`config.mk`:
```
export PLATFORM = sky130hd
export DESIGN_NAME = addsub_arbiter
export DESIGN_NICKNAME = d
export VERILOG_FILES = /design/src/rtl/addsub_arbiter.sv
export SDC_FILE = /design/constraint.sdc
export NUM_CORES = 1
export LEC_CHECK = 0
export CAP_MARGIN = 0
export CORE_MARGIN = 4
export CORE_UTILIZATION = 46
export CTS_BUF_LIST = sky130_fd_sc_hd__clkbuf_4
export CTS_CLUSTER_SIZE = 12
export DETAILED_ROUTE_END_ITERATION = 8
export GPL_TIMING_DRIVEN = 1
export HOLD_SLACK_MARGIN = 0.12
export PLACE_DENSITY = 0.88
export SYNTH_ARGS = -nofsm -noshare
export SYNTH_HDL_FRONTEND = slang
export SYNTH_SLANG_ARGS = --single-unit
```
`constraint.sdc`:
```
create_clock -name clk -period 4.8 [get_ports clk]
set_clock_uncertainty 0.15 [all_clocks]
set_input_delay 0.96 -clock clk [delete_from_list [all_inputs] [get_ports clk]]
set_output_delay 0.96 -clock clk [all_outputs]
set_load 0.01 [all_outputs]
```
`src/rtl/addsub_arbiter.sv`:
```
// Two-requester round-robin arbiter feeding a shared add/subtract unit.
// The single result register sits behind a valid/ready handshake and counts consumed results.
module addsub_arbiter #(
    parameter int unsigned WIDTH     = 8,
    parameter int unsigned CNT_WIDTH = 16
) (
    input  logic                 clk,
    input  logic                 reset,
    input  logic                 req0,
    input  logic                 req1,
    input  logic                 op0,
    input  logic                 op1,
    input  logic [WIDTH-1:0]     a0,
    input  logic [WIDTH-1:0]     b0,
    input  logic [WIDTH-1:0]     a1,
    input  logic [WIDTH-1:0]     b1,
    output logic                 gnt0,
    output logic                 gnt1,
    output logic                 res_valid,
    input  logic                 res_ready,
    output logic                 res_id,
    output logic [WIDTH-1:0]     res_s,
    output logic                 res_carry,
    output logic                 res_overflow,
    output logic [CNT_WIDTH-1:0] op_count
);

    localparam logic [0:0] SlotEmpty = 1'b0;
    localparam logic [0:0] SlotFull  = 1'b1;

    logic [0:0]           slot_q, slot_d;
    logic                 last_q, last_d;
    logic                 id_q;
    logic [WIDTH-1:0]     s_q;
    logic                 carry_q;
    logic                 ovf_q;
    logic [CNT_WIDTH-1:0] cnt_q;

    logic                 can_accept;
    logic                 grant;
    logic                 sel_op;
    logic [WIDTH-1:0]     sel_a;
    logic [WIDTH-1:0]     sel_b;
    logic [WIDTH-1:0]     x;
    logic [WIDTH:0]       full;
    logic [WIDTH-1:0]     low;
    logic                 carry_msb;
    logic                 ovf;

    assign can_accept = (slot_q == SlotEmpty) | res_ready;

    // last_q names the previous winner, so the other requester wins a tie.
    always_comb begin
        gnt0 = ~reset & can_accept & req0 & (~req1 | last_q);
        gnt1 = ~reset & can_accept & req1 & (~req0 | ~last_q);
    end

    assign grant = gnt0 | gnt1;

    always_comb begin
        sel_op = gnt1 ? op1 : op0;
        sel_a  = gnt1 ? a1 : a0;
        sel_b  = gnt1 ? b1 : b0;
    end

    // Subtract is A + ~B + 1; the low WIDTH-1 bits give the carry into the MSB.
    always_comb begin
        x         = sel_b ^ {WIDTH{sel_op}};
        full      = {1'b0, sel_a} + {1'b0, x} + {{WIDTH{1'b0}}, sel_op};
        low       = {1'b0, sel_a[WIDTH-2:0]} + {1'b0, x[WIDTH-2:0]}
                    + {{(WIDTH-1){1'b0}}, sel_op};
        carry_msb = low[WIDTH-1];
        ovf       = full[WIDTH] ^ carry_msb;
    end

    always_comb begin
        slot_d = slot_q;
        case (slot_q)
            SlotEmpty: if (grant) slot_d = SlotFull;
            SlotFull:  if (res_ready && !grant) slot_d = SlotEmpty;
            default:   slot_d = SlotEmpty;
        endcase
        last_d = grant ? gnt1 : last_q;
    end

    always_ff @(posedge clk or posedge reset) begin
        if (reset) begin
            slot_q  <= SlotEmpty;
            last_q  <= 1'b1;
            id_q    <= 1'b0;
            s_q     <= '0;
            carry_q <= 1'b0;
            ovf_q   <= 1'b0;
            cnt_q   <= '0;
        end else begin
            slot_q <= slot_d;
            last_q <= last_d;
            if (grant) begin
                id_q    <= gnt1;
                s_q     <= full[WIDTH-1:0];
                carry_q <= full[WIDTH];
                ovf_q   <= ovf;
            end
            if ((slot_q == SlotFull) && res_ready) begin
                cnt_q <= cnt_q + CNT_WIDTH'(1);
            end
        end
    end

    always_comb begin
        res_valid    = (slot_q == SlotFull);
        res_id       = id_q;
        res_s        = s_q;
        res_carry    = carry_q;
        res_overflow = ovf_q;
        op_count     = cnt_q;
    end

endmodule

```
==> results.yml, run 1 <==
floorplan:
  io_pins: 69
  coreArea_sq_um: 3770
  start_util_pct: 49.3
  dieArea_sq_um: 5120
  die_h_um: 71.6
  die_width_um: 71.6
  row_count: 22
clock_tree:
  post_cts_resized: 0
  cts_htree_levels: 2
  clockRootBuffer: "clkbuf_4"
  cts_setup_buffers: 0
  path_clk_slew_ns: 0.08
  cts_tree: "built"
  clock_latency_ns: 0.32
  clockBufferDepth: 2
  cts_sinks: 29
  numCtsBuffers: 5
  ctsHoldBuffers: 0
worst_setup_path:
  critPathBufInv: 4
  criticalPathCategory: "input port to register"
  start_kind: "input port"
  cp_max_fo: 15
  arrival_ns: 4.28
  slowest_stage: "a2111oi_4"
  cp_cell_sequence: "clkdlybuf4s50_1, nor2b_4, a2111oi_4, buf_4, o21ai_0, inv_1, fa_1, inv_1, a21o_1, a22o_1, o41ai_1, xnor2_1, a21oi_1"
  cp_common_cell: "inv_1"
  endpoint_kind: "register"
  crit_required_ns: 4.83
  cpPeakStageDelay_ns: 0.66
  cp_top_family: "compound AO/OA/AOI/OAI gates"
yosys:
  synthXorXnorAreaFrac_pct: 17.9
  syn_area_per_cell_sq_um: 9.63
  synth-edff-count: 0
  async_reset_ff_share_pct: 100
  synthMuxAreaShare_pct: 7.14
  synth_compound_area_share_pct: 12.2
  synth_top_family_by_area: "XOR/XNOR gates"
  synthAdderAreaFrac_pct: 6.46
  synth_top_area_share_pct: 37.7
  synth_seq_cells: 29
  synthTopCellsByArea: "dfrtp_1 (38%), xnor2_1 (11%), xor2_1 (7.1%), mux2_2 (6.1%), ha_1 (5.4%)"
  synth_nets: 241
  yosys.area_share.simple_pct: 14.3
  synth_cell_types: 32
  yosysSeqAreaShare_pct: 39.1
  synth_area_sq_um: 1860
  synth_top_cell_by_area: "dfrtp_1"
  synth-main-ff-cell: "dfrtp_1"
  yosysWarnings: 0
  syn_inst: 193
global_routing:
  use_met2_pct: 29.3
  grt_util_met1_pct: 19.2
  met3_usage_pct: 5.61
  grt_busiest_layer: "met2"
  grt_max_degree: 30
  grt_pass1_vias: 1573
  antenna_found_initial: 0
  grt_usage_pct: 16.6
  grt_pass1_wl_um: 6780
  grt_overflow: 0
flow_run:
  drv_cap: 0
run_status:
  outcome: "complete, no violations"
timing:
  timing.slew.headroom_pct: 30.0
  setup_viol: 0
  hold_violations: 0
  fmax_ghz: 0.235
  fin_crit_sh_pct: 88.6
  worst_pin_slew_ns: 1.05
  finalSetupTns_ns: 0
  min_period_ns: 4.25
  finalMaxSlewViolations: 0
  rsz0062_at_grt: "no"
power_and_ir_drop:
  peakVddDrop_uv: 143
  p_leak_nw: 1.13
  p_comb_share_pct: 43.8
  p_sw_mw: 0.296
  finalPower_mw: 0.887
  power_density_nw_per_um2: 335
  p_int_mw: 0.591
  clkPwrFrac_pct: 16.0
  seq_power_share_pct: 40.2
  p_sw_share_pct: 33.4
finish:
  final_common_cell: "clkdlybuf4s50_1"
  antenna_cells: 0
  final_area_sq_um: 2650
  syn_to_final_growth_pct: 42.4
  layout.nets: 312
  ff_latch_area_sq_um: 727
  nFillCells: 304
  multi_input_area_sq_um: 1080
  final_cell_mix: "clkdlybuf4s50_1 (68), dfrtp_1 (28), nand2_1 (24)"
  drive_above_1_share_pct: 9.43
drt:
  vias: 1572
  wire_per_inst_um: 12.6
  avgViaCountPerCell: 5.02
  dr.pass1.iters: 4
  routed_wl_um: 3930
  drc: 0
  drt-initial-drc-count: 57
  ant_nets: 0
hold_path:
  min_path_type: "register to register"
placed_design:
  io_buffer_count: 68
  dpl.hpwl_um: 3220
  place.gp.congestion: 0.830
  place_area_sq_um: 2590
[worst register-to-register path, cell delays in order (launching register included)]
cell,delay [ns]
dfrtp_1,0.41
nor2b_4,0.15
a2111oi_4,0.66
buf_4,0.30
o21ai_0,0.18
inv_1,0.12
fa_1,0.21
inv_1,0.05
a21o_1,0.18
a22o_1,0.21
o41ai_1,0.52
xnor2_1,0.20
a21oi_1,0.09
[final cells by class]
class	instances	share of cell area [%]
Multi-Input combinational cell	150	40.8
Sequential cell	29	27.5
Timing Repair Buffer	70	26.3
Tap cell	48	2.27
Clock buffer	6	1.70
Inverter	8	1.13
Clock inverter	2	0.378
[metrics by stage]
step	hold slack [ns]	cells	setup WS [ns]	utilization [%]
5_1_grt	0.360	313	0.375	70.2
6_report	0.333	313	0.549	70.2
3_5_place_dp	0.320	305	0.404	68.7
4_1_cts	0.340	313	0.623	70.2
2_1_floorplan	0.358	193	0.946	-
3_3_place_gp	0.309	305	0.520	68.7
[cells in the mapped netlist (3+ instances only)]
| cell type | number |
|---|---|
| nand2_1 | 24 |
| o21ai_0 | 12 |
| nand4_1 | 5 |
| xor2_1 | 15 |
| dfrtp_1 | 28 |
| a21oi_1 | 8 |
| mux2_2 | 10 |
| xnor2_1 | 23 |
| clkbuf_1 | 6 |
| inv_1 | 8 |
| a21o_1 | 4 |
| nand2b_1 | 3 |
| ha_1 | 8 |
| nor2_1 | 16 |
[cell families after synthesis]
family | after synthesis
mux | 12
flops | 29
compound gates | 34
buf+inv | 14
xor+xnor | 38
fa+ha+maj | 9
simple gates | 57
[power by group through the flow]
stage | clock [mW] | sequential, mW | combinational, mW
after floorplan | 0 | 0.381 | 0.178
after global placement | 0 | 0.359 | 0.382
after detailed placement | 0 | 0.362 | 0.390
after CTS | 0.145 | 0.357 | 0.393
after global routing | 0.160 | 0.368 | 0.430
final | 0.141 | 0.357 | 0.388
[sequential cells by signal, summed over array words and instances (netlist names)]
name,count
res_overflow,1
res_valid,1
last_q,1
op_count,16
res_carry,1
res_s,8
res_id,1
[layer usage]
layer / vias up / share of wire, %
li1: 793 / -
met1: 712 / 41
met2: 63 / 50
met3: 4 / 8.3
met4: 0 / 0.69
met5: - / 0
[path summary, 6_finish.rpt]
check	start	depth (start not counted)	to	slack, ns
max	res_ready	13	res_overflow	0.55
min	res_s[3]	2	res_s[3]	0.33
max reg2reg	res_valid	12	res_overflow	1.21
min reg2reg	res_s[3]	2	res_s[3]	0.33
max in group asynchronous	reset	2	res_s[4]	2.70
min in group asynchronous	reset	2	op_count[1]	1.16
(Power assumes the default switching activity.)
==> inputs of run 2 (changes only) <==
- CORE_UTILIZATION: 46 -> 35
- PLACE_DENSITY: 0.88 -> 0.71
==> results.yml, run 2 (same netlist as run 1, synthesis figures left out) <==
power_and_ir_drop:
  clkPwrFrac_pct: 15.3
  finalPower_mw: 0.873
  seq_power_share_pct: 40.8
  peakVddDrop_uv: 166
  p_sw_share_pct: 33.4
  p_sw_mw: 0.291
  p_comb_share_pct: 43.9
  p_leak_nw: 1.12
  power_density_nw_per_um2: 328
  p_int_mw: 0.582
timing:
  min_period_ns: 4.02
  rsz0062_at_grt: "no"
  fmax_ghz: 0.249
  setup_viol: 0
  timing.slew.headroom_pct: 29.6
  finalSetupTns_ns: 0
  fin_crit_sh_pct: 83.7
  hold_violations: 0
  worst_pin_slew_ns: 1.05
  finalMaxSlewViolations: 0
clock_tree:
  clockBufferDepth: 2
  clockRootBuffer: "clkbuf_4"
  path_clk_slew_ns: 0.09
  cts_tree: "built"
  post_cts_resized: 0
  clock_latency_ns: 0.32
  numCtsBuffers: 5
  ctsHoldBuffers: 0
  cts_htree_levels: 2
  cts_sinks: 29
  cts_setup_buffers: 0
finish:
  antenna_cells: 0
  utilization_pct: 51.8
  largest_register_ffs: 16
  syn_to_final_growth_pct: 43.2
  drive_above_1_share_pct: 8.33
  layout.nets: 311
  final_area_sq_um: 2660
  final_common_cell: "clkdlybuf4s50_1"
  final_cell_mix: "clkdlybuf4s50_1 (68), dfrtp_1 (28), nand2_1 (24)"
placed_design:
  place.gp.congestion: 0.793
  io_buffer_count: 68
  place_area_sq_um: 2610
  dpl.hpwl_um: 3240
worst_setup_path:
  cp_max_fo: 28
  arrival_ns: 4.06
  start_kind: "input port"
  endpoint_kind: "register"
  critPathLaunch: "res_ready"
  r2r_slack_ns: 1.48
  criticalPathCategory: "input port to register"
  crit_required_ns: 4.85
  rr_startpoint: "res_valid"
floorplan:
  die_h_um: 80.9
  die_width_um: 80.9
  start_util_pct: 36.1
  dieArea_sq_um: 6540
  row_count: 26
  io_pins: 69
  coreArea_sq_um: 5140
drt:
  vias: 1526
  drt-initial-drc-count: 18
  routed_wl_um: 3890
  avgViaCountPerCell: 4.57
  wire_per_inst_um: 11.6
  ant_nets: 0
  drc: 0
  dr.pass1.iters: 4
global_routing:
  grt_pass1_vias: 1516
  grt_pass1_wl_um: 6640
  antenna_found_initial: 0
  grt_usage_pct: 13.0
  grt_overflow: 0
  grt_max_degree: 30
hold_path:
  min_path_type: "register to register"
  hp-start: "op_count[15]"
run_status:
  outcome: "complete, no violations"
flow_run:
  drv_cap: 0
## run 2: cell count changes in the layout (fill, tap and decap cells not counted)
cell,before,now
clkinv_1,0,2
buf_4,2,1
clkbuf_4,6,5
clkinv_2,2,1
## run 2: routing by layer
metal	up-vias	wire [um]	track usage, %
met5	-	0	0
met4	0	43	4.56
met3	5	390	5.10
met2	58	1870	23.2
met1	669	1590	13.9
li1	794	-	-
## run 2: power groups by stage
stage               clock, mW  sequential (mW)  combinational [mW]
floorplan                   0            0.381               0.178
global placement            0            0.359               0.385
detailed placement          0            0.362               0.389
CTS                     0.141            0.357               0.390
global route            0.156            0.367               0.427
finish                  0.133            0.356               0.383
## run 2: final timing paths
| check | end | depth (start not counted) |
|---|---|---|
| worst max register to register | res_overflow | 10 |
| min in group asynchronous | op_count[8] | 2 |
| worst min-delay path | op_count[15] | 1 |
| max in group asynchronous | res_s[2] | 2 |
| worst max-delay path | res_overflow | 11 |
| worst min register to register | op_count[15] | 1 |
## run 2: metrics by stage
stage / hold slack, ns / setup WS (ns) / std cells
4_1_cts: 0.341 / 0.781 / 334
5_1_grt: 0.349 / 0.575 / 334
3_3_place_gp: 0.312 / 0.499 / 326
2_1_floorplan: 0.358 / 0.946 / 193
6_report: 0.332 / 0.783 / 334
3_5_place_dp: 0.321 / 0.443 / 326
## run 2: critical path: stages
cell	delay [ns]
clkdlybuf4s50_1	0.54
nor2b_4	0.07
a2111oi_4	0.31
buf_4	0.33
mux2_2	0.38
ha_1	0.36
a21o_1	0.19
a22o_1	0.24
o41ai_1	0.44
xnor2_1	0.17
a21oi_1	0.08
## run 2: final cells by class
cell class	instances	area (sq um)
Timing Repair Buffer	69	688
Clock inverter	3	12.5
Sequential cell	29	727
Inverter	8	30.0
Fill cell	518	2480
Tap cell	70	87.6
Multi-Input combinational cell	150	1080
Clock buffer	5	37.5
==> inputs of run 3 (changes only) <==
- PLACE_DENSITY: 0.71 -> 0.73
- clock period: 4.8 -> 3.2 ns (I/O delays scaled with it)
==> results.yml, run 3 (same netlist as run 1, synthesis figures left out) <==
timing:
  setup_viol: 0
  fmax_ghz: 0.330
  rsz0062_at_grt: "no"
  hold_violations: 0
  worst_pin_slew_ns: 0.536
  min_period_ns: 3.03
  timing.slew.headroom_pct: 64.0
  fin_crit_sh_pct: 94.7
  finalMaxSlewViolations: 0
drt:
  wire_per_inst_um: 12.2
  avgViaCountPerCell: 4.55
  vias: 1671
  ant_nets: 0
  dr.pass1.iters: 4
  drc: 0
  drt-initial-drc-count: 18
  routed_wl_um: 4470
finish:
  syn_to_final_growth_pct: 62.4
  fin_cells: 367
  nFillCells: 464
  utilization_pct: 58.7
  antenna_cells: 0
  final_cell_mix: "clkdlybuf4s50_1 (63), buf_4 (30), dfrtp_1 (28)"
  largest_register_ffs: 16
  drive_above_1_share_pct: 22.6
  layout.nets: 344
  final_common_cell: "clkdlybuf4s50_1"
worst_setup_path:
  critPathBufInv: 3
  cp_cell_sequence: "dlygate4sd2_1, a2111oi_4, buf_6, mux2_2, ha_1, buf_6, and4_4, nand2_1, mux2i_2, o21ai_2, xnor2_1, o21ai_1"
  r2r_slack_ns: 0.32
  cp_top_family: "buffers and inverters"
  arrival_ns: 3.08
  r2r-end: "res_s[7]"
  rr_startpoint: "last_q"
  slowest_stage: "a2111oi_4"
  criticalPathCategory: "input port to register"
  cpPeakStageDelay_ns: 0.35
  endpoint_kind: "register"
  start_kind: "input port"
  cp_common_cell: "buf_6"
  r2r_cells: 11
  crit_required_ns: 3.25
  cp_max_fo: 5
power_and_ir_drop:
  p_leak_nw: 1.33
  peakVddDrop_uv: 301
  power_density_nw_per_um2: 479
floorplan:
  start_util_pct: 36.1
  coreArea_sq_um: 5140
  die_width_um: 80.9
  dieArea_sq_um: 6540
  row_count: 26
  die_h_um: 80.9
  io_pins: 69
global_routing:
  antenna_found_initial: 0
  grt_overflow: 0
  grt_pass1_wl_um: 7520
  met3_usage_pct: 4.21
  grt_util_met1_pct: 16.3
  use_met2_pct: 27.3
  grt_max_degree: 30
  grt_pass1_vias: 1729
  grt_busiest_layer: "met2"
  grt_usage_pct: 14.7
clock_tree:
  ctsHoldBuffers: 0
  numCtsBuffers: 5
  clockRootBuffer: "clkbuf_4"
  path_clk_slew_ns: 0.09
  cts_sinks: 29
  cts_tree: "built"
  clock_latency_ns: 0.32
  cts_htree_levels: 2
  clockBufferDepth: 2
placed_design:
  dp_cells: 355
  dpl.hpwl_um: 3680
  place.gp.congestion: 0.817
  io_buffer_count: 68
hold_path:
  holdPathStages: 2
  min_path_type: "register to register"
  hold_path_end: "res_s[3]"
  hp-start: "res_s[3]"
flow_run:
  drv_cap: 0
run_status:
  outcome: "complete, no violations"
run 3: changes by cell type in the layout (fill, tap and decap cells not counted), sizes merged:
cell and delta:
dlygate4sd2 +4, buf +32, clkinv -1, clkbuf +1
bufbuf +1, clkdlybuf4s15 +1, clkdlybuf4s50 -5
run 3: where the power goes:
| group | switching (mW) | internal (mW) |
|---|---|---|
| Combinational | 0.275 | 0.416 |
| Sequential | 0.0790 | 0.458 |
| Clock | 0.126 | 0.0919 |
| Total | 0.480 | 0.965 |
run 3: worst min-delay path: stages (launching register included):
cell and delay (ns):
dfrtp_1 0.35, nand2_1 0.05, o21ai_0 0.06
run 3: cell type report:
class / count / area, sq um / area share (%)
Multi-Input combinational cell: 150 / 1140 / 37.9
Timing Repair Buffer: 102 / 976 / 32.3
Sequential cell: 29 / 727 / 24.1
Tap cell: 70 / 87.6 / 2.90
Clock buffer: 6 / 45.0 / 1.49
Inverter: 8 / 30.0 / 0.995
Clock inverter: 2 / 10.0 / 0.332
run 3: how the worst max path moves through the flow:
stage	start	end	slack, ns	cells after the start
final	reset	res_s[7]	0.17	12
after floorplan	req0	res_overflow	-0.10	9
after detailed placement	req0	res_overflow	-0.56	13
after global routing	req0	res_s[7]	0.008	13
after global placement	req0	res_s[7]	-0.47	12
after CTS	reset	res_s[7]	0.11	12
run 3: routing by layer:
layer / vias to the layer above / wire [um]
met1: 747 / 1860
met3: 6 / 299
li1: 863 / -
met4: 0 / 42
met5: - / 0
met2: 55 / 2270
run 3: timing repair:
| item | in CTS | in global routing |
|---|---|---|
| setup endpoints to repair | 6 | 2 |
| cloned | 2 | 0 |
| hold endpoints to repair | 0 | 0 |
| setup buffers | 2 | 0 |
| gates resized for setup | 16 | 7 |
| pin swaps | 3 | 5 |
run 3: metrics by stage:
| step | power (mW) | setup TNS [ns] | cell area, sq um | hold WS [ns] | setup slack (ns) |
|---|---|---|---|---|---|
| global route | 1.56 | 0 | 3020 | 0.356 | 0.00771 |
| global placement | 1.19 | -2.57 | 2870 | 0.314 | -0.470 |
| finish | 1.45 | 0 | 3020 | 0.335 | 0.169 |
| floorplan | 0.848 | -0.101 | 1890 | 0.358 | -0.101 |
| detailed placement | 1.21 | -3.42 | 2870 | 0.319 | -0.563 |
| CTS | 1.45 | 0 | 3000 | 0.339 | 0.111 |
==> variant 1, RTL diff (config.mk and constraints of run 1) <==
`CNT_WIDTH`: 16 -> 24.
--- a/src/rtl/addsub_arbiter.sv
+++ b/src/rtl/addsub_arbiter.sv
@@ -2,7 +2,7 @@
 // The single result register sits behind a valid/ready handshake and counts consumed results.
 module addsub_arbiter #(
     parameter int unsigned WIDTH     = 8,
-    parameter int unsigned CNT_WIDTH = 16
+    parameter int unsigned CNT_WIDTH = 24
 ) (
     input  logic                 clk,
     input  logic                 reset,
Ports: changed (resized op_count); port bits go from 69 to 77. The function was not compared with the original's and may differ.
==> variant 1 against run 1 <==
- sequential power grew 17%
- wire length grew 24%
- synthesized cell count grew 22%
- worst setup slack gained 0.091 ns
- register-to-register slack gained 0.11 ns
- total power grew 9.3%
- die area grew 19%
- sequential cell count grew 8
- via count grew 24%
- design area grew 19%
- combinational power grew 1%
- count of clock-buffer cells in the layout is the same
- synthesized area grew 21%
- clock power grew 11%
- critical path type unchanged
- largest power group is now sequential cells
- highest routed layer unchanged
==> variant 1: results (changes against run 1) <==
Synth area leaders=dfrtp_1, xnor2_1, xor2_1 (unchanged); CTS Buffer Depth=2 (unchanged); CP Max Fanout=14 (was 15); Crit path arrival time=4.24 ns (was 4.28 ns); RD Place Congestion=0.820 (was 0.830); Commonest cells post-synth=dfrtp_1, nand2_1, xnor2_1 (unchanged); ant diodes=0 (unchanged); cts repair resizes=0 (unchanged); reg2reg setup slack=1.32 ns (was 1.21 ns); run status=finished, final reports clean (unchanged); Iteration-0 DRC Markers=38 (was 57); maximum vdd drop=0.000155 V (was 0.000143 V); register area share after synthesis=41.2% (was 39.1%); TritonCTS buffer count=5 (unchanged); HP Class=flop to flop (unchanged); Layout Nets=363 (was 312); initial antenna violation count=0 (unchanged); slew at the pin closest to its max-slew limit=0.930 ns (was 1.05 ns); routed vias=1955 (was 1572); Hold Path Depth=1 (was 2); hold path endpoint=op_count[23] (was res_s[3]); ratio of cells with drive above 1 in the final layout=7.91% (was 9.43%); vias in the first global route=1910 (was 1573); HP Start=op_count[23] (was res_s[3]); input/output buffers=76 (was 68); max FFs per register=24 (was 16); Async S/R FF share, synth=100% (unchanged); R2R cell count=12 (unchanged); synthesized instance count=235 (was 193); Post-Syn Nets=283 (was 241); reg-to-reg startpoint=res_valid (unchanged); Post-Route WL=4880 um (was 3930 um); total track usage=16.8% (was 16.6%); cell with the most instances after synthesis=dfrtp_1 (unchanged); final hold slack=0.330 ns (was 0.333 ns); unique cell type count in the Yosys netlist=38 (was 32); latest clock arrival within the worst-skew pair=~0.33 ns; hpwl dp=4060 um (was 3220 um); Post-CTS Setup Bufs=0 (unchanged); largest net degree at the start of global routing=26 (was 30); register clock-pin slew on the reported worst setup and hold paths=0.10 ns (was 0.08 ns); first-pass GRT wire length=8260 um (was 6780 um); Crit Reg-Reg Endpoint=res_s[6] (was res_overflow); CTS root buffer=clkbuf_4 (unchanged); DR pass1 iterations=4 (unchanged); H-tree levels=2 (unchanged); final std cells w/o fill=383 (was 313); # fillers=378 (was 304); Worst Setup SP=res_ready (unchanged); Synth Warn #=0 (unchanged); LEAKAGE=1.33 nW (was 1.13 nW)
[variant 1: cell types whose count changed in the layout (fill, tap and decap cells not counted), sizes merged, moves of 3 or more]
cell                  run 1  this run
o21ai                    15        19
nand4                     5         9
nand3                     1         7
xnor2                    23        26
and3                      2         5
nand2                    24        29
dfrtp                    28        36
clkdlybuf4s50            68        76
[variant 1: how the worst max path moves through the flow]
stage | to | slack, ns | cells after the start
2_1_floorplan | res_s[6] | 0.91 | 13
3_3_place_gp | res_s[6] | 0.43 | 13
3_5_place_dp | res_s[6] | 0.29 | 13
4_1_cts | res_s[6] | 0.66 | 13
5_1_grt | res_s[6] | 0.41 | 13
6_report | res_s[6] | 0.64 | 13
[variant 1: cells by family after synthesis]
logic type | synth area share, %
xor+xnor | 16.3
flops | 41.2
buf+inv | 2.61
compound gates | 12.0
mux | 6.06
simple gates | 16.5
fa+ha+maj | 5.33
[variant 1: final cells by class]
type	instances	area, sq um	area share (%)
sequential	37	927	29.4
clock inverter	2	10.0	0.318
inverter	9	33.8	1.07
clock buffer	6	45.0	1.43
tap	67	83.8	2.66
multi-input combinational	183	1270	40.2
timing repair buffer	79	783	24.9
[variant 1: report_power, final]
part	internal [W]	switching, W
Clock	0.0000614	0.0000951
Combinational	0.000221	0.000172
Sequential	0.000370	0.0000485
Total	0.000653	0.000316
[variant 1: routing by layer]
metal | GRT usage [%] | share of wire (%) | up-vias | routed length, um
li1 | - | - | 966 | -
met1 | 18.3 | 40 | 911 | 1950
met2 | 31.0 | 50 | 72 | 2460
met3 | 4.99 | 8.1 | 6 | 397
met4 | 5.59 | 1.3 | 0 | 63
met5 | 0 | 0 | - | 0
[variant 1: critical path, stage by stage]
cell	delay (ns)
clkdlybuf4s50_1	0.55
nor2b_4	0.08
a2111oi_4	0.30
buf_4	0.24
buf_4	0.21
mux2_2	0.36
ha_1	0.36
inv_1	0.05
a211oi_1	0.33
o21ai_0	0.21
a21boi_0	0.26
a21oi_1	0.06
mux2_2	0.27
[variant 1: metrics by stage]
step                      total power (W)  utilization, %  setup WS, ns
after floorplan                  0.000627               -         0.913
after global placement           0.000813            65.5         0.425
after detailed placement         0.000824            65.5         0.288
after CTS                        0.000984            66.7         0.656
after global routing              0.00104            66.7         0.413
final                            0.000969            66.7         0.640
==> variant 2, RTL diff (flow settings as in run 1) <==
Made on the original files. Reset style: synchronous (`reset`), changed in one clocked block.
--- a/src/rtl/addsub_arbiter.sv
+++ b/src/rtl/addsub_arbiter.sv
@@ -83,7 +83,7 @@
         last_d = grant ? gnt1 : last_q;
     end
 
-    always_ff @(posedge clk or posedge reset) begin
+    always_ff @(posedge clk) begin
         if (reset) begin
             slot_q  <= SlotEmpty;
             last_q  <= 1'b1;
Check against the original RTL: differs if reset is asserted again (counterexample within 4 cycles, from zero or initial values and one cycle with reset high); with reset held inactive, the same outputs for 10 cycles.
==> variant 2 against run 1 <==
- sequential cell count unchanged
- wire length up 7.6%
- worst setup slack better by 0.29 ns
- synthesized area fell by 3.7%
- first-iteration DRC count rose by 12%
- total power fell by 23%
- cell count is 8.3% higher
- design area decreased by 1.5%
- global-route usage grew 1.9 points
- count of clock-buffer cells in the layout stayed put
- fmax grew 7.2%
- sequential power is 25% lower
- critical path type is now input pin to output port
==> variant 2: results (changes against run 1) <==
metal1 wirelength=1720 um (was 1610 um); input/output buffers=68 (unchanged); Async S/R FF share, synth=0% (was 100%); end point of the critical path=gnt0 (was res_overflow); vias in the first global route=1788 (was 1573); top layer in use=met4 (unchanged); reg-to-reg startpoint=res_valid (unchanged); Mean Syn Cell Area=8.17 sq um (was 9.63 sq um); total track usage=18.5% (was 16.6%); post-synthesis mux area share=5.59% (was 7.14%); Iteration-0 DRC Markers=64 (was 57); Crit path arrival time=2.85 ns (was 4.28 ns); final std cells w/o fill=339 (was 313); DP Cell Count=331 (was 305); CTS root buffer=clkbuf_4 (unchanged); Post-Syn Nets=267 (was 241); Fmax=0.252 GHz (was 0.235 GHz); HP Start=res_s[4] (was res_s[3]); run status=finished, final reports clean (unchanged); largest net degree at the start of global routing=27 (was 30); metal2 WL=2200 um (was 1960 um); Synth area leaders=dfxtp_1, xor2_1, xnor2_1 (was dfrtp_1, xnor2_1, xor2_1); maximum vdd drop=0.000133 V (was 0.000143 V); Worst Setup SP=reset (was res_ready); first-pass GRT wire length=7510 um (was 6780 um); hpwl dp=3380 um (was 3220 um); XOR/XNOR share of the synthesized area=17.6% (was 17.9%); Synth Area in Adders=6.71% (was 6.46%); compound-gate portion of the synthesized area=13.9% (was 12.2%); routed vias=1722 (was 1572); RD Place Congestion=0.868 (was 0.830); Commonest cells post-synth=dfxtp_1, nand2_1, nor2_1 (was dfrtp_1, nand2_1, xnor2_1); met3 wire len=258 um (was 328 um); Crit Reg-Reg Endpoint=res_overflow (unchanged); R2R cell count=12 (unchanged); # fillers=315 (was 304); CP Max Fanout=13 (was 15); Slew Limit Fails=0 (unchanged); register area share after synthesis=32.4% (was 39.1%); slew at the pin closest to its max-slew limit=0.547 ns (was 1.05 ns); final hold slack=0.310 ns (was 0.333 ns); LEAKAGE=0.989 nW (was 1.13 nW); WL/cell=12.5 um (was 12.6 um); unique cell type count in the Yosys netlist=40 (was 32); ratio of cells with drive above 1 in the final layout=7.90% (was 9.43%); reg2reg setup slack=1.69 ns (was 1.21 ns); initial antenna violation count=0 (unchanged); hold path endpoint=res_s[4] (was res_s[3]); register clock-pin slew on the reported worst setup and hold paths=0.09 ns; max FFs per register=16 (unchanged)
variant 2: worst max-delay path, stage by stage:
cell	delay, ns
clkdlybuf4s50_1	0.65
buf_4	0.30
a2111oi_2	0.21
buf_4	0.20
clkdlybuf4s50_1	0.53
variant 2: final cells by class:
type,instances,area [sq um],share of cell area (%)
Clock buffer,6,45.0,1.73
Clock inverter,2,33.8,1.30
Inverter,6,22.5,0.864
Multi-Input combinational cell,176,1150,44.3
Sequential cell,29,581,22.3
Tap cell,48,60.1,2.30
Timing Repair Buffer,72,711,27.3
variant 2: routing by layer:
| metal | up-vias | track usage [%] |
|---|---|---|
| li1 | 888 | - |
| met1 | 783 | 20.4 |
| met2 | 47 | 33.4 |
| met3 | 4 | 5.76 |
| met4 | 0 | 5.96 |
| met5 | - | 0 |
variant 2: power by group:
| part | switching (W) | internal, W |
|---|---|---|
| Clock | 0.0000846 | 0.000114 |
| Combinational | 0.0000988 | 0.000119 |
| Sequential | 0.0000103 | 0.000256 |
variant 2: through the flow:
step | power (W) | setup WS [ns] | instance area, sq um | utilization, %
3_5_place_dp | 0.000490 | 0.634 | 2530 | 68.0
5_1_grt | 0.000729 | 0.700 | 2610 | 70.1
2_1_floorplan | 0.000398 | 1.13 | 1790 | -
6_report | 0.000683 | 0.836 | 2610 | 70.1
3_3_place_gp | 0.000486 | 0.713 | 2530 | 68.0
4_1_cts | 0.000690 | 0.826 | 2610 | 70.1
variant 2: logic make-up (layout without fill, tap and decap cells):
| kind of cell | Yosys count | count (layout) |
|---|---|---|
| adders and majority gates | 9 | 9 |
| DFF | 29 | 29 |
| AOI/OAI and AO/OA | 39 | 39 |
| buffers and inverters | 14 | 86 |
| muxes | 9 | 9 |
| xor gates and xnor gates | 36 | 36 |
| and+or+nand+nor | 83 | 83 |
